<file path="src/rtl/VX_gpu_pkg.sv">
// Shared GPU definitions: performance counter width and a constant-foldable clog2.
package VX_gpu_pkg;

  localparam int PERF_CTR_BITS = 44;

  function automatic int clog2(input int value);
    int result;
    result = 0;
    while ((1 << result) < value) begin
      result = result + 1;
    end
    return result;
  endfunction

endpackage

</file>
<file path="src/rtl/vx_rr_arbiter.sv">
// Round-robin arbiter: grants the first request strictly after the last grant,
// searching cyclically upward. Owns the last-grant register.
module vx_rr_arbiter import VX_gpu_pkg::*; #(
  parameter int NUM_REQS = 4,
  localparam int SELW = (NUM_REQS > 1) ? clog2(NUM_REQS) : 1
) (
  input  logic                clk,
  input  logic                reset,
  input  logic [NUM_REQS-1:0] requests,
  input  logic                enable,
  output logic [NUM_REQS-1:0] grant,
  output logic [SELW-1:0]     grant_index,
  output logic                grant_valid
);

  assign grant_valid = |requests;

  if (NUM_REQS == 1) begin : g_single
    assign grant       = requests;
    assign grant_index = '0;
  end else begin : g_multi
    logic [SELW-1:0] last_grant_q, last_grant_d;
    logic            found;
    int              cand;

    always_comb begin
      grant       = '0;
      grant_index = '0;
      found       = 1'b0;
      cand        = 0;
      for (int i = 1; i <= NUM_REQS; i++) begin
        cand = int'(last_grant_q) + i;
        if (cand >= NUM_REQS) begin
          cand = cand - NUM_REQS;
        end
        if (!found && requests[cand[SELW-1:0]]) begin
          found                    = 1'b1;
          grant[cand[SELW-1:0]]    = 1'b1;
          grant_index              = cand[SELW-1:0];
        end
      end
    end

    // Idle cycles leave the pointer alone so fairness is preserved across gaps.
    always_comb begin
      last_grant_d = last_grant_q;
      if (enable && grant_valid) begin
        last_grant_d = grant_index;
      end
    end

    always_ff @(posedge clk) begin
      if (reset) begin
        last_grant_q <= SELW'(NUM_REQS - 1);
      end else begin
        last_grant_q <= last_grant_d;
      end
    end
  end

endmodule

</file>
<file path="src/rtl/vx_pipe_arbiter.sv">
// Round-robin arbiter feeding one registered elastic output stage.
// Define VX_PIPE_ARB_PERF_EN to add stall/conflict performance counters.
module vx_pipe_arbiter import VX_gpu_pkg::*; #(
  parameter int NUM_REQS = 4,
  parameter int DATAW    = 32,
  localparam int SELW    = (NUM_REQS > 1) ? clog2(NUM_REQS) : 1
) (
  input  logic                      clk,
  input  logic                      reset,
  input  logic [NUM_REQS-1:0]       valid_in,
  output logic [NUM_REQS-1:0]       ready_in,
  input  logic [NUM_REQS*DATAW-1:0] data_in,
  output logic                      valid_out,
  input  logic                      ready_out,
  output logic [DATAW-1:0]          data_out,
  output logic [SELW-1:0]           sel_out
`ifdef VX_PIPE_ARB_PERF_EN
  ,
  output logic [PERF_CTR_BITS-1:0]  perf_stalls,
  output logic [PERF_CTR_BITS-1:0]  perf_conflicts
`endif
);

  logic                stall;
  logic [NUM_REQS-1:0] grant;
  logic [SELW-1:0]     grant_index;
  logic                grant_valid;
  logic [DATAW-1:0]    data_sel;

  logic                valid_q, valid_d;
  logic [DATAW-1:0]    data_q, data_d;
  logic [SELW-1:0]     sel_q, sel_d;

  assign stall    = valid_q && !ready_out;
  assign ready_in = grant & {NUM_REQS{!stall}};

  vx_rr_arbiter #(
    .NUM_REQS (NUM_REQS)
  ) u_rr_arbiter (
    .clk         (clk),
    .reset       (reset),
    .requests    (valid_in),
    .enable      (!stall),
    .grant       (grant),
    .grant_index (grant_index),
    .grant_valid (grant_valid)
  );

  always_comb begin
    data_sel = '0;
    for (int i = 0; i < NUM_REQS; i++) begin
      if (grant_index == SELW'(i)) begin
        data_sel = data_in[i*DATAW +: DATAW];
      end
    end
  end

  // The stage reloads whenever it is empty or draining, so a stall is the only hold case.
  always_comb begin
    valid_d = valid_q;
    data_d  = data_q;
    sel_d   = sel_q;
    if (!stall) begin
      valid_d = grant_valid;
      data_d  = data_sel;
      sel_d   = grant_index;
    end
  end

  always_ff @(posedge clk) begin
    if (reset) begin
      valid_q <= 1'b0;
      data_q  <= '0;
      sel_q   <= '0;
    end else begin
      valid_q <= valid_d;
      data_q  <= data_d;
      sel_q   <= sel_d;
    end
  end

  assign valid_out = valid_q;
  assign data_out  = data_q;
  assign sel_out   = sel_q;

`ifdef VX_PIPE_ARB_PERF_EN
  logic [PERF_CTR_BITS-1:0] stalls_q, stalls_d;
  logic [PERF_CTR_BITS-1:0] conflicts_q, conflicts_d;
  logic                     multi_valid;

  // Clearing the lowest set bit leaves a nonzero value iff two or more bits were set.
  assign multi_valid = |(valid_in & (valid_in - NUM_REQS'(1)));

  always_comb begin
    stalls_d    = stalls_q;
    conflicts_d = conflicts_q;
    if (stall) begin
      stalls_d = stalls_q + 1'b1;
    end
    if (!stall && multi_valid) begin
      conflicts_d = conflicts_q + 1'b1;
    end
  end

  always_ff @(posedge clk) begin
    if (reset) begin
      stalls_q    <= '0;
      conflicts_q <= '0;
    end else begin
      stalls_q    <= stalls_d;
      conflicts_q <= conflicts_d;
    end
  end

  assign perf_stalls    = stalls_q;
  assign perf_conflicts = conflicts_q;
`endif

endmodule

</file>
<file path="config.mk">
export PLATFORM = sky130hd
export DESIGN_NAME = vx_pipe_arbiter
export DESIGN_NICKNAME = d
export VERILOG_FILES = /design/src/rtl/VX_gpu_pkg.sv /design/src/rtl/vx_rr_arbiter.sv /design/src/rtl/vx_pipe_arbiter.sv
export SDC_FILE = /design/constraint.sdc
export NUM_CORES = 1
export LEC_CHECK = 0
export ABC_AREA = 1
export BUFFER_PORTS_ARGS = -buffer_cell sky130_fd_sc_hd__buf_2
export CAP_MARGIN = 40
export CORE_MARGIN = 2
export CORE_UTILIZATION = 45
export CTS_BUF_LIST = sky130_fd_sc_hd__clkbuf_8
export CTS_CLUSTER_DIAMETER = 50
export DETAILED_ROUTE_END_ITERATION = 8
export GPL_TIMING_DRIVEN = 0
export HOLD_SLACK_MARGIN = 0.02
export PLACE_DENSITY = 0.81
export SYNTH_ARGS = -nofsm -noshare
export SYNTH_HDL_FRONTEND = slang
export SYNTH_SLANG_ARGS = --single-unit
</file>
<file path="constraint.sdc">
create_clock -name clk -period 2.47 [get_ports clk]
set_input_delay 0.1235 -clock clk [delete_from_list [all_inputs] [get_ports clk]]
set_output_delay 0.1235 -clock clk [all_outputs]
set_load 0.005 [all_outputs]
</file>
* Yosys cells after proc, flatten, opt, wreduce, memory -nomap -nowiden
Cells that the tools add are included.
W data, S select, Z words.
** Storage, ports and cells
- Input port bits :: 135
- Flip-flop bits (word level) :: 37
- Output and inout bits :: 39
- Word-level logic and storage cells :: 82
** Cells by class
- Bitwise logic cells :: 4
- Reductions and logical operators :: 16
- Mux-type cells :: 35
- Equal/unequal tests :: 3
- $add $sub $neg :: 8
- Magnitude comparators :: 12
** Operator list (number)
- $mux W32 :: 4
- $mux W2 :: 8
- $mux W4 :: 4
- $lt A2 B3 Y1 const B :: 4
- $or A4 B4 Y4 :: 3
- $mux W1 :: 11
- $ge A3 B3 Y1 const B :: 3
- $logic_and A1 B1 Y1 :: 9
- $bmux W1 S2 :: 4
- $demux W1 S2 :: 4
- $ge A2 B1 Y1 const B :: 4
- $sub A2 B1 Y2 const B :: 4
- $add A2 B2 Y3 const B :: 2
- $logic_not A1 Y1 :: 5
- $add A2 B3 Y4 const B :: 1
- $and A4 B4 Y4 :: 1
- $eq A2 B2 Y1 const B :: 2
- $ge A4 B3 Y1 const B :: 1
- $reduce_or A4 Y1 :: 1
- $add A2 B1 Y3 const B :: 1
- $eq A2 B1 Y1 const B :: 1
- $logic_not A2 Y1 :: 1

* Logic depth before layout (Yosys ltp)
Gate-level depths: netlist of run 1.
- Word-level depth :: 20
- Gate-level depth with buffers :: 17
- Depth with buffers taken out :: 14

* Cells and area by module
From an unflattened synthesis of run 1, not the netlist that was laid out.
** Unflattened totals
- Cells, all modules :: 454
- Area, all modules :: 2760.1 sq um
** Modules (own cells, without submodules)
- vx_pipe_arbiter :: cells each 361, times used 1, seq. area each 700.7 sq um, area an instance 2168.3 sq um
- vx_rr_arbiter :: cells each 93, times used 1, seq. area each 40.0 sq um, area an instance 591.8 sq um

* Worst setup path after synthesis of run 1
No wires, ideal clock.
- Path kind :: reg2reg
- From :: reg u_rr_arbiter.g_multi.last_grant_q[0]
- To :: reg data_q[21], in the netlist data_out[21]
- Buffers on the path :: 3
- Arrival time :: 2164 ps
- Setup time :: 117 ps
- Period minus slack after synthesis :: 2281 ps
- Stages on the path, launching flop included :: 16
- Path slack :: 189 ps
- Required time :: 2353 ps
- Path through :: dfxtp_1 -> buf_6 -> inv_6 -> ha_1 -> inv_1 -> nand3_2 -> nand2_4 -> inv_2 -> nand4_1 -> inv_1 -> nor2_4 -> buf_4 -> buf_4 -> nor3_1 -> nor3_1 -> nor2_1
** Between the ends
- Longest elaborated chain between the ends :: 20
- Elaborated cells on any way between the ends :: 45
** RTL lines
- from (decl) :: RTL line vx_rr_arbiter.sv:22 : logic [SELW-1:0] last_grant_q, last_grant_d;
- from (signal assigned) :: RTL line vx_rr_arbiter.sv:54 : last_grant_q <= SELW'(NUM_REQS - 1);
- from (signal assigned) :: RTL line vx_rr_arbiter.sv:56 : last_grant_q <= last_grant_d;
- $add A2 B1 Y3 :: RTL line vx_rr_arbiter.sv:32 : cand = int'(last_grant_q) + i;
- $ge A3 B3 Y1 / $sub A2 B1 Y2 (equally long branches) :: RTL line vx_rr_arbiter.sv:33, vx_rr_arbiter.sv:34
- $mux W2 :: RTL line vx_rr_arbiter.sv:33 : if (cand >= NUM_REQS) begin
- $bmux W1 S2 :: RTL line vx_rr_arbiter.sv:36 : if (!found && requests[cand[SELW-1:0]]) begin
- $mux W1 (implied by the code) :: RTL line vx_rr_arbiter.sv:36
- $mux W1 :: RTL line vx_rr_arbiter.sv:36
- $logic_not A1 Y1 :: RTL line vx_rr_arbiter.sv:36
- $logic_and A1 B1 Y1 :: RTL line vx_rr_arbiter.sv:36
- (+2 left out)
- $logic_and A1 B1 Y1 :: RTL line vx_rr_arbiter.sv:36
- $mux W1 :: RTL line vx_rr_arbiter.sv:36
- $logic_not A1 Y1 :: RTL line vx_rr_arbiter.sv:36
- $logic_and A1 B1 Y1 :: RTL line vx_rr_arbiter.sv:36
- $mux W2 (*) :: RTL line vx_rr_arbiter.sv:36
- $logic_not A2 Y1 :: RTL line vx_pipe_arbiter.sv:52 : if (grant_index == SELW'(i)) begin
- $mux W32 (3 in series) :: RTL line vx_pipe_arbiter.sv:52
- $mux W32 (*) :: RTL line vx_pipe_arbiter.sv:52
- to (signal assigned) :: RTL line vx_pipe_arbiter.sv:77 : data_q <= data_d;
- to (decl) :: RTL line vx_pipe_arbiter.sv:31 : logic [DATAW-1:0] data_q, data_d;
Every way passes the cells marked *; elsewhere a longest branch is shown, timed or not. The select of a mux whose other input is x is not followed.
A chain may end at the register's enable or synchronous reset.

* Final worst setup path of run 1
- From :: reg u_rr_arbiter.g_multi.last_grant_q[1]
- To :: reg data_q[14], in the netlist data_out[14]
The elaborated chain is that of the path after synthesis.

==> results of run 1 <==
[synth_stat cells (all sizes together)]
master,instances,area (sq um)
a21boi,1,11.26
a21oi,1,5.000
a22oi,2,15.01
buf,20,157.7
o211ai,2,15.01
o221ai,2,17.52
clkinv,1,3.750
nand4,5,37.53
a31oi,2,12.51
nand3,97,505.5
dfxtp,37,740.7
nand2,137,534.3
nor3,14,70.07
o21ai,39,195.2
ha,8,100.1
inv,32,125.1
nor2,61,275.3
a41oi,1,8.760
clkbuf,11,41.29
nand3b,1,7.510
[stage by stage]
| stage | std cells | utilization [%] | area (sq um) | setup TNS [ns] |
|---|---|---|---|---|
| detailed placement | 724 | 61.19 | 3841 | -7.421 |
| finish | 738 | 64.74 | 4064 | 0 |
| floorplan | 474 | - | 2879 | 0 |
| global route | 738 | 64.74 | 4064 | 0 |
| CTS | 736 | 63.94 | 4014 | 0 |
| global placement | 724 | 61.19 | 3841 | -5.049 |
[worst max-delay path, stage by stage, from the launching register on]
cell and delay [ns]:
sky130_fd_sc_hd__dfxtp_4 0.41, sky130_fd_sc_hd__clkinvlp_4 0.13, sky130_fd_sc_hd__ha_4 0.30, sky130_fd_sc_hd__inv_2 0.05, sky130_fd_sc_hd__nand3_2 0.10, sky130_fd_sc_hd__nand2_4 0.09, sky130_fd_sc_hd__inv_2 0.09, sky130_fd_sc_hd__nand4_1 0.19
sky130_fd_sc_hd__inv_1 0.15, sky130_fd_sc_hd__nor2_4 0.06, sky130_fd_sc_hd__nor2_4 0.18, sky130_fd_sc_hd__buf_4 0.21, sky130_fd_sc_hd__nand2_1 0.07, sky130_fd_sc_hd__nand3_1 0.09, sky130_fd_sc_hd__nor2_1 0.04, sky130_fd_sc_hd__nor2_1 0.09
[power by group through the flow]
stage          combinational (uW)  clock [uW]  sequential, uW
3_3_place_gp                 4800           0             972
4_1_cts                      5170         442             982
3_5_place_dp                 4930           0             982
5_1_grt                      5890         462            1020
6_report                     5280         439             996
2_1_floorplan                3570           0             985
[flip-flops by register name, indices dropped and copies added, names as in the netlist]
name,count
valid_out,1
data_out,32
u_rr_arbiter.g_multi.last_grant_q,2
sel_out,2
[logic make-up (layout without fill, tap and decap cells)]
kind of cell / count (synthesis) / count (layout)
and+or+nand+nor: 315 / 315
buffers and inverters: 64 / 251
AOI/OAI and AO/OA: 50 / 50
DFF: 37 / 37
adders and majority gates: 8 / 8
[worst max path at each step]
| stage | start | slack (ns) | cells past startpoint | endpoint |
|---|---|---|---|---|
| 4_1_cts | u_rr_arbiter.g_multi.last_grant_q[0] | 0.07 | 16 | data_out[4] |
| 5_1_grt | u_rr_arbiter.g_multi.last_grant_q[1] | 0.01 | 15 | data_out[13] |
| 3_3_place_gp | u_rr_arbiter.g_multi.last_grant_q[1] | -0.24 | 14 | data_out[24] |
| 2_1_floorplan | u_rr_arbiter.g_multi.last_grant_q[0] | 0.19 | 15 | data_out[21] |
| 6_report | u_rr_arbiter.g_multi.last_grant_q[1] | 0.13 | 15 | data_out[14] |
| 3_5_place_dp | u_rr_arbiter.g_multi.last_grant_q[1] | -0.28 | 14 | data_out[24] |
[metal layers]
| layer | share of wire (%) | vias to the layer above | GRT usage, % |
|---|---|---|---|
| li1 | - | 1928 | - |
| met1 | 42 | 1777 | 33.23 |
| met2 | 49 | 164 | 50.55 |
| met3 | 6.7 | 19 | 4.748 |
| met4 | 1.8 | 0 | 7.918 |
| met5 | 0 | - | 0 |
[final cells by class]
| class | instances | area (sq um) | area share (%) |
|---|---|---|---|
| plain buffers | 30 | 207.7 | 5.111 |
| clock buffers | 6 | 82.58 | 2.032 |
| clock inverters | 1 | 3.754 | 0.09236 |
| inverters | 33 | 132.6 | 3.264 |
| multi-input cells | 373 | 1867 | 45.94 |
| flip-flops and latches | 37 | 748.2 | 18.41 |
| well taps | 77 | 96.34 | 2.371 |
| repair buffers | 181 | 925.9 | 22.78 |
[repair_timing]
| item | 4_1_cts | 5_1_grt |
|---|---|---|
| endpoints found under the setup margin | 40 | 34 |
| endpoints found under the hold margin | 0 | 0 |
| pin swaps | 5 | 6 |
| resized for setup | 14 | 8 |
| buffers inserted | 5 | 3 |
==> run summary, run 1 <==
All-layer global routing usage = 27.74%
Syn_nets = 617
Peak clock frequency supported by timing = 427.3 MHz
Leading cell type in the layout, fill and taps excluded = sky130_fd_sc_hd__buf_2
Detailed-route via count = 3888
Post-synthesis sequential element count = 37
Slack of the worst reg-to-reg path = 0.13 ns
Area enclosed by the die boundary = 0.007053 sq mm
Count of inserted antenna diode cells = 0
Commonest cells after routing, fill and taps aside = sky130_fd_sc_hd__buf_2, sky130_fd_sc_hd__nand2_1, sky130_fd_sc_hd__nand3_1
Final hold violation count = 0
FF-to-FF Start = u_rr_arbiter.g_multi.last_grant_q[1]
Power density over the cells = 1652 mW/mm^2
Sequential share of power = 14.8%
Placement-stage worst setup slack = -0.2786 ns
Endpoint of the lowest-slack register-to-register path = data_out[14]
Number of filler instances in the final layout = 619
Synth unique cells = 31
Number of iterations in the first detailed-routing pass = 5
Min-Delay Path Depth = 5
Register clock-pin slew on the reported worst setup and hold paths = 0.08 ns
GRT Residual Overflow = 0
Number of pins with negative max-slew slack in the final report = 0
Final count of negative-setup-slack endpoints = 0
Quantity of I/O buffers inserted on ports = 173
Share of final-layout standard cells stronger than drive strength 1 = 35.70%
Period utilization = 94.76%
Worst hold slack across all endpoints = 0.1395 ns
Peak ir drop on the vdd network = 954.4 uV
Worst min-delay path category = input port to flop
Hold endpoint = data_out[21]
Area delta synth->final = 41.16%
Number of vias per cell after detailed routing = 5.268
Antenna violations before repair = 0
Yosys warns = 0
Area fraction in compound gates after synthesis = 9.735%
Simple-gate area share of the yosys netlist = 49.67%
Adder and majority gate portion of the synthesized area = 3.477%
R2R depth = 15
Result of the run = completed
H-tree levels = 2
Die Height = 83.99 um
Count of routing violations after the opening detailed-route iteration = 110
Via count of the first global-routing pass = 3631
Lkg Pwr = 0.002313 uW
Worst Setup End Kind = flop
Number of max-cap violations = 0
Antenna-violating nets left = 0
Total I/O pin count = 174
Sequential fraction of the synthesis area = 25.73%
Residual DRC count = 0
TritonCTS clock tree = done
Sw frac = 53.01%
RSZ-0062 raised after global routing = no
Final setup margin = 0.1295 ns
Maximum number of buffers from clock root to sink = 2
Dominant combinational cell family by area after synthesis = simple AND/OR/NAND/NOR gates
Cell chosen for the clock root = sky130_fd_sc_hd__clkbuf_8
Detailed-route wire length per cell = 13.54 um
Kind of launch point of the worst setup path = flop
Clock network fraction of total power = 6.5%
Post-Synthesis Mean Instance Area = 6.074 sq um
Pin slew with the least headroom to its limit = 0.5072 ns
Cell-internal power = 3155 uW
Post-synthesis mux area share = 0%
Power dissipated by switching net loads = 3560 uW
Die width = 83.99 um
Data required time of the critical path = 2.70 ns
Min Tclk post-route = 2.340 ns
Final Skew = 0.002154 ns
Maximum number of pins on one net before global-route repair = 13
Post-synthesis share of cell area spent on xor and xnor gates = 0%
DP HPWL = 8017 um
HP Start = data_in[21]
CTS Buf Count = 5
RD Place Congestion = 0.8953
Cell Area, Synth = 0.002879 sq mm
Class of the most critical setup path = flop to flop
Worst-Skew Late Latency = 0.29 ns
Normalized max-slew margin = 66.18%
Total Power = 6715 uW
Core ar. = 0.006277 sq mm
Number of buffers added to fix hold violations after cts = 0
Count of clock tree sinks = 37
Data arrival time of the critical path = 2.57 ns
Wire length of the first global-routing pass = 16170 um
Max Fanout on Critical Path = 10
Starting density of the core = 45.86%
Row count = 29
Routed wire length = 9994 um
Combinational share of power = 78.6%
Number of instances in the synthesized netlist = 474
Number of nets in the finished design = 804
(Power assumes the default switching activity.)
==> run 2: changes to the inputs <==
--- a/config.mk
+++ b/config.mk
@@ -9,13 +9,14 @@
 export BUFFER_PORTS_ARGS = -buffer_cell sky130_fd_sc_hd__buf_2
 export CAP_MARGIN = 40
 export CORE_MARGIN = 2
-export CORE_UTILIZATION = 45
+export CORE_UTILIZATION = 48
 export CTS_BUF_LIST = sky130_fd_sc_hd__clkbuf_8
 export CTS_CLUSTER_DIAMETER = 50
 export DETAILED_ROUTE_END_ITERATION = 8
 export GPL_TIMING_DRIVEN = 0
 export HOLD_SLACK_MARGIN = 0.02
-export PLACE_DENSITY = 0.81
+export PLACE_DENSITY = 0.87
 export SYNTH_ARGS = -nofsm -noshare
 export SYNTH_HDL_FRONTEND = slang
+export SYNTH_HIERARCHICAL = 1
 export SYNTH_SLANG_ARGS = --single-unit
==> constraint.sdc (replaced) <==
create_clock -name clk -period 3 [get_ports clk]
set_input_delay 0.15 -clock clk [delete_from_list [all_inputs] [get_ports clk]]
set_output_delay 0.15 -clock clk [all_outputs]
set_load 0.005 [all_outputs]
==> run 2 against run 1 <==
Wire length is 14% lower. Cell area is 6.1% lower. Total power is 34% lower. Worst setup slack better by 0.071 ns. Sequential power is 15% lower. Largest power group unchanged. Synthesized cell count is 4.2% lower. Highest routed layer unchanged. Combinational power is 39% lower. Count of clock-buffer cells in the layout stayed put. Clock skew is 0.0082 ns higher. Register-to-register slack better by 0.07 ns. Area after synthesis is 4.1% lower. Critical path depth is 1 higher.
==> run summary, run 2 <==
Result of the run = completed
Power density over the cells = 1156 mW/mm^2
Most instantiated cells after synthesis = sky130_fd_sc_hd__nand2_1, sky130_fd_sc_hd__nand3_1, sky130_fd_sc_hd__nor2_1
Yosys warns = 6
Wire length of the first global-routing pass = 13020 um
Final setup margin = 0.2005 ns
Chain of cells forming the critical path = buf_6 -> inv_8 -> ha_1 -> inv_1 -> nand3_2 -> nand2_4 -> nor2_4 -> nor2_1 -> nand2_1 -> and2_2 -> inv_2 -> buf_2 -> nand3_1 -> nand3_1 -> nand2_1 -> a21oi_1
Starting density of the core = 49.82%
Cell Area, Synth = 0.002760 sq mm
All-layer global routing usage = 25.22%
Final count of negative-setup-slack endpoints = 0
GRT Residual Overflow = 0
Detailed-route wire length per cell = 12.13 um
Number of instances in the synthesized netlist = 454
Min-Delay Path Depth = 2
Number of max-cap violations = 0
Peak ir drop on the vdd network = 566.4 uV
Die Height = 79.83 um
Leading cell type in the layout, fill and taps excluded = sky130_fd_sc_hd__buf_2
Combinational share of power = 72.5%
Row count = 27
Quantity of I/O buffers inserted on ports = 173
Sequential fraction of the synthesis area = 26.84%
Post-Synthesis Mean Instance Area = 6.080 sq um
Normalized max-slew margin = 72.52%
Final Skew = 0.01037 ns
Antenna-violating nets left = 0
Sw frac = 51.44%
Die width = 79.83 um
Peak clock frequency supported by timing = 357.2 MHz
Worst-Skew Late Latency = 0.28 ns
Max Fanout on Critical Path = 10
Final instance area = 0.003817 sq mm
Clock network fraction of total power = 8.2%
Placement-stage worst setup slack = -0.06446 ns
Top flip-flop cell by instance count after synthesis = sky130_fd_sc_hd__dfxtp_1
Post-synthesis sequential element count = 37
Count of routing violations after the opening detailed-route iteration = 122
Most used standard cell by instance count after synthesis = sky130_fd_sc_hd__nand2_1
Async set or reset register ratio after synthesis = 0%
Kind of launch point of the worst setup path = flop
Register clock-pin slew on the reported worst setup and hold paths = 0.07 ns
Total I/O pin count = 174
Cell count along the critical path = 16
Number of flip-flops under the largest register name = 32
Residual DRC count = 0
Number of buffer and inverter instances along the worst setup path = 5
Synth unique cells = 26
Data required time of the critical path = 3.21 ns
Cell accounting for the most synthesized area = sky130_fd_sc_hd__dfxtp_1
Data arrival time of the critical path = 3.01 ns
Cell family contributing the most delay on the critical path = simple AND/OR/NAND/NOR gates
Number of setup buffers added after CTS = 0
Number of nets in the finished design = 777
Maximum number of buffers from clock root to sink = 2
Worst Setup End Kind = flop
Via count of the first global-routing pass = 3035
Setup tns final = 0 ns
Sequential share of power = 19.3%
Area delta synth->final = 38.30%
Core ar. = 0.005540 sq mm
Number of iterations in the first detailed-routing pass = 4
TritonCTS clock tree = done
Pin slew with the least headroom to its limit = 0.4121 ns
Non-filler cells in the finished layout = 707
Count of inserted antenna diode cells = 0
H-tree levels = 2
Routed wire length = 8579 um
Period utilization = 93.32%
Highest-delay cell along the critical path = sky130_fd_sc_hd__dfxtp_1
Cell chosen for the clock root = sky130_fd_sc_hd__clkbuf_8
Min Tclk post-route = 2.800 ns
Number of cells in the design after placement = 699
Worst min-delay path category = input port to flop
Critical Path Max Stage Delay = 0.46 ns
Maximum number of pins on one net before global-route repair = 13
Commonest cells after routing, fill and taps aside = sky130_fd_sc_hd__buf_2, sky130_fd_sc_hd__nand2_1, sky130_fd_sc_hd__nand3_1
Number of pins with negative max-slew slack in the final report = 0
Area of placed instances = 0.003716 sq mm
Cell-internal power = 2144 uW
Final hold violation count = 0
Area enclosed by the die boundary = 0.006373 sq mm
Number of vias per cell after detailed routing = 5.031
Class of the most critical setup path = flop to flop
Count of clock tree sinks = 37
Detailed-route via count = 3557
Syn_nets = 597
Area fraction of the dominant cell type after synthesis = 26.84%
CTS Buf Count = 5
Count of flip-flops with a built-in enable after synthesis = 0
Share of final-layout standard cells stronger than drive strength 1 = 35.43%
Lkg Pwr = 0.002148 uW
Antenna violations before repair = 0
R2R depth = 16
DP HPWL = 6709 um
Power dissipated by switching net loads = 2271 uW
Leading cell types by total area after synthesis = sky130_fd_sc_hd__dfxtp_1, sky130_fd_sc_hd__nand2_1, sky130_fd_sc_hd__nand3_1, sky130_fd_sc_hd__o21ai_0, sky130_fd_sc_hd__nor2_1
RD Place Congestion = 0.9148
run 2: cell types whose count changed after synthesis, sizes merged, moves of 2 or more:
cell,change
a31oi,-2
nor3,-14
nand3,-39
a21oi,+15
o221ai,-2
nand2,+29
nor2,-7
inv,-9
o21ai,+7
o211ai,-2
or2,+12
buf,-4
run 2: power groups by stage:
stage	Combinational (uW)	Sequential (uW)	Clock, uW
final	3200	851	363
after global routing	3600	873	392
after CTS	3190	847	368
after detailed placement	3180	852	0
after global placement	3090	845	0
after floorplan	2240	865	0
run 2: per-stage QoR:
| stage | total power (uW) | hold WS (ns) | utilization, % |
|---|---|---|---|
| 2_1_floorplan | 3101 | 0.2224 | - |
| 3_3_place_gp | 3939 | 0.3740 | 67.07 |
| 3_5_place_dp | 4028 | 0.3761 | 67.07 |
| 4_1_cts | 4405 | 0.08028 | 68.83 |
| 5_1_grt | 4868 | 0.09257 | 68.90 |
| 6_report | 4415 | 0.09047 | 68.90 |
run 2: metal layers:
layer | up-vias | wire [um] | track usage (%)
met2 | 142 | 4272 | 43.87
met3 | 18 | 516 | 3.959
met4 | 0 | 119 | 7.797
met1 | 1581 | 3670 | 31.92
li1 | 1816 | - | -
met5 | - | 0 | 0
run 2: cell families after synthesis:
kind of cell    count (synthesis)  synth area share [%]
simple gates                  295                 48.05
flops                          37                 26.84
buf+inv                        49                 9.021
fa+ha+maj                       8                 3.627
compound gates                 65                 12.47
run 2: worst paths after layout:
check,end,slack [ns],start
worst max-delay path,data_out[10],0.20,u_rr_arbiter/g_multi.last_grant_q[0]
worst min-delay path,valid_out,0.09,reset
worst max register to register,data_out[10],0.20,u_rr_arbiter/g_multi.last_grant_q[0]
worst min register to register,data_out[30],0.52,data_out[30]
run 2: final cells by class:
cell class                      instances  area, sq um
Clock buffer                            6        82.58
Inverter                               23        93.84
Sequential cell                        37        742.0
Multi-Input combinational cell        368         1772
Timing Repair Buffer                  173        865.8
Tap cell                               72        90.09
Clock inverter                          2        13.76
Buffer                                 26        157.7
Fill cell                             548         1723
run 2: timing repair:
action,in CTS,in global routing
gates resized for setup,1,5
pin swaps,0,0
hold buffers,0,0
endpoints found under the setup margin,10,30
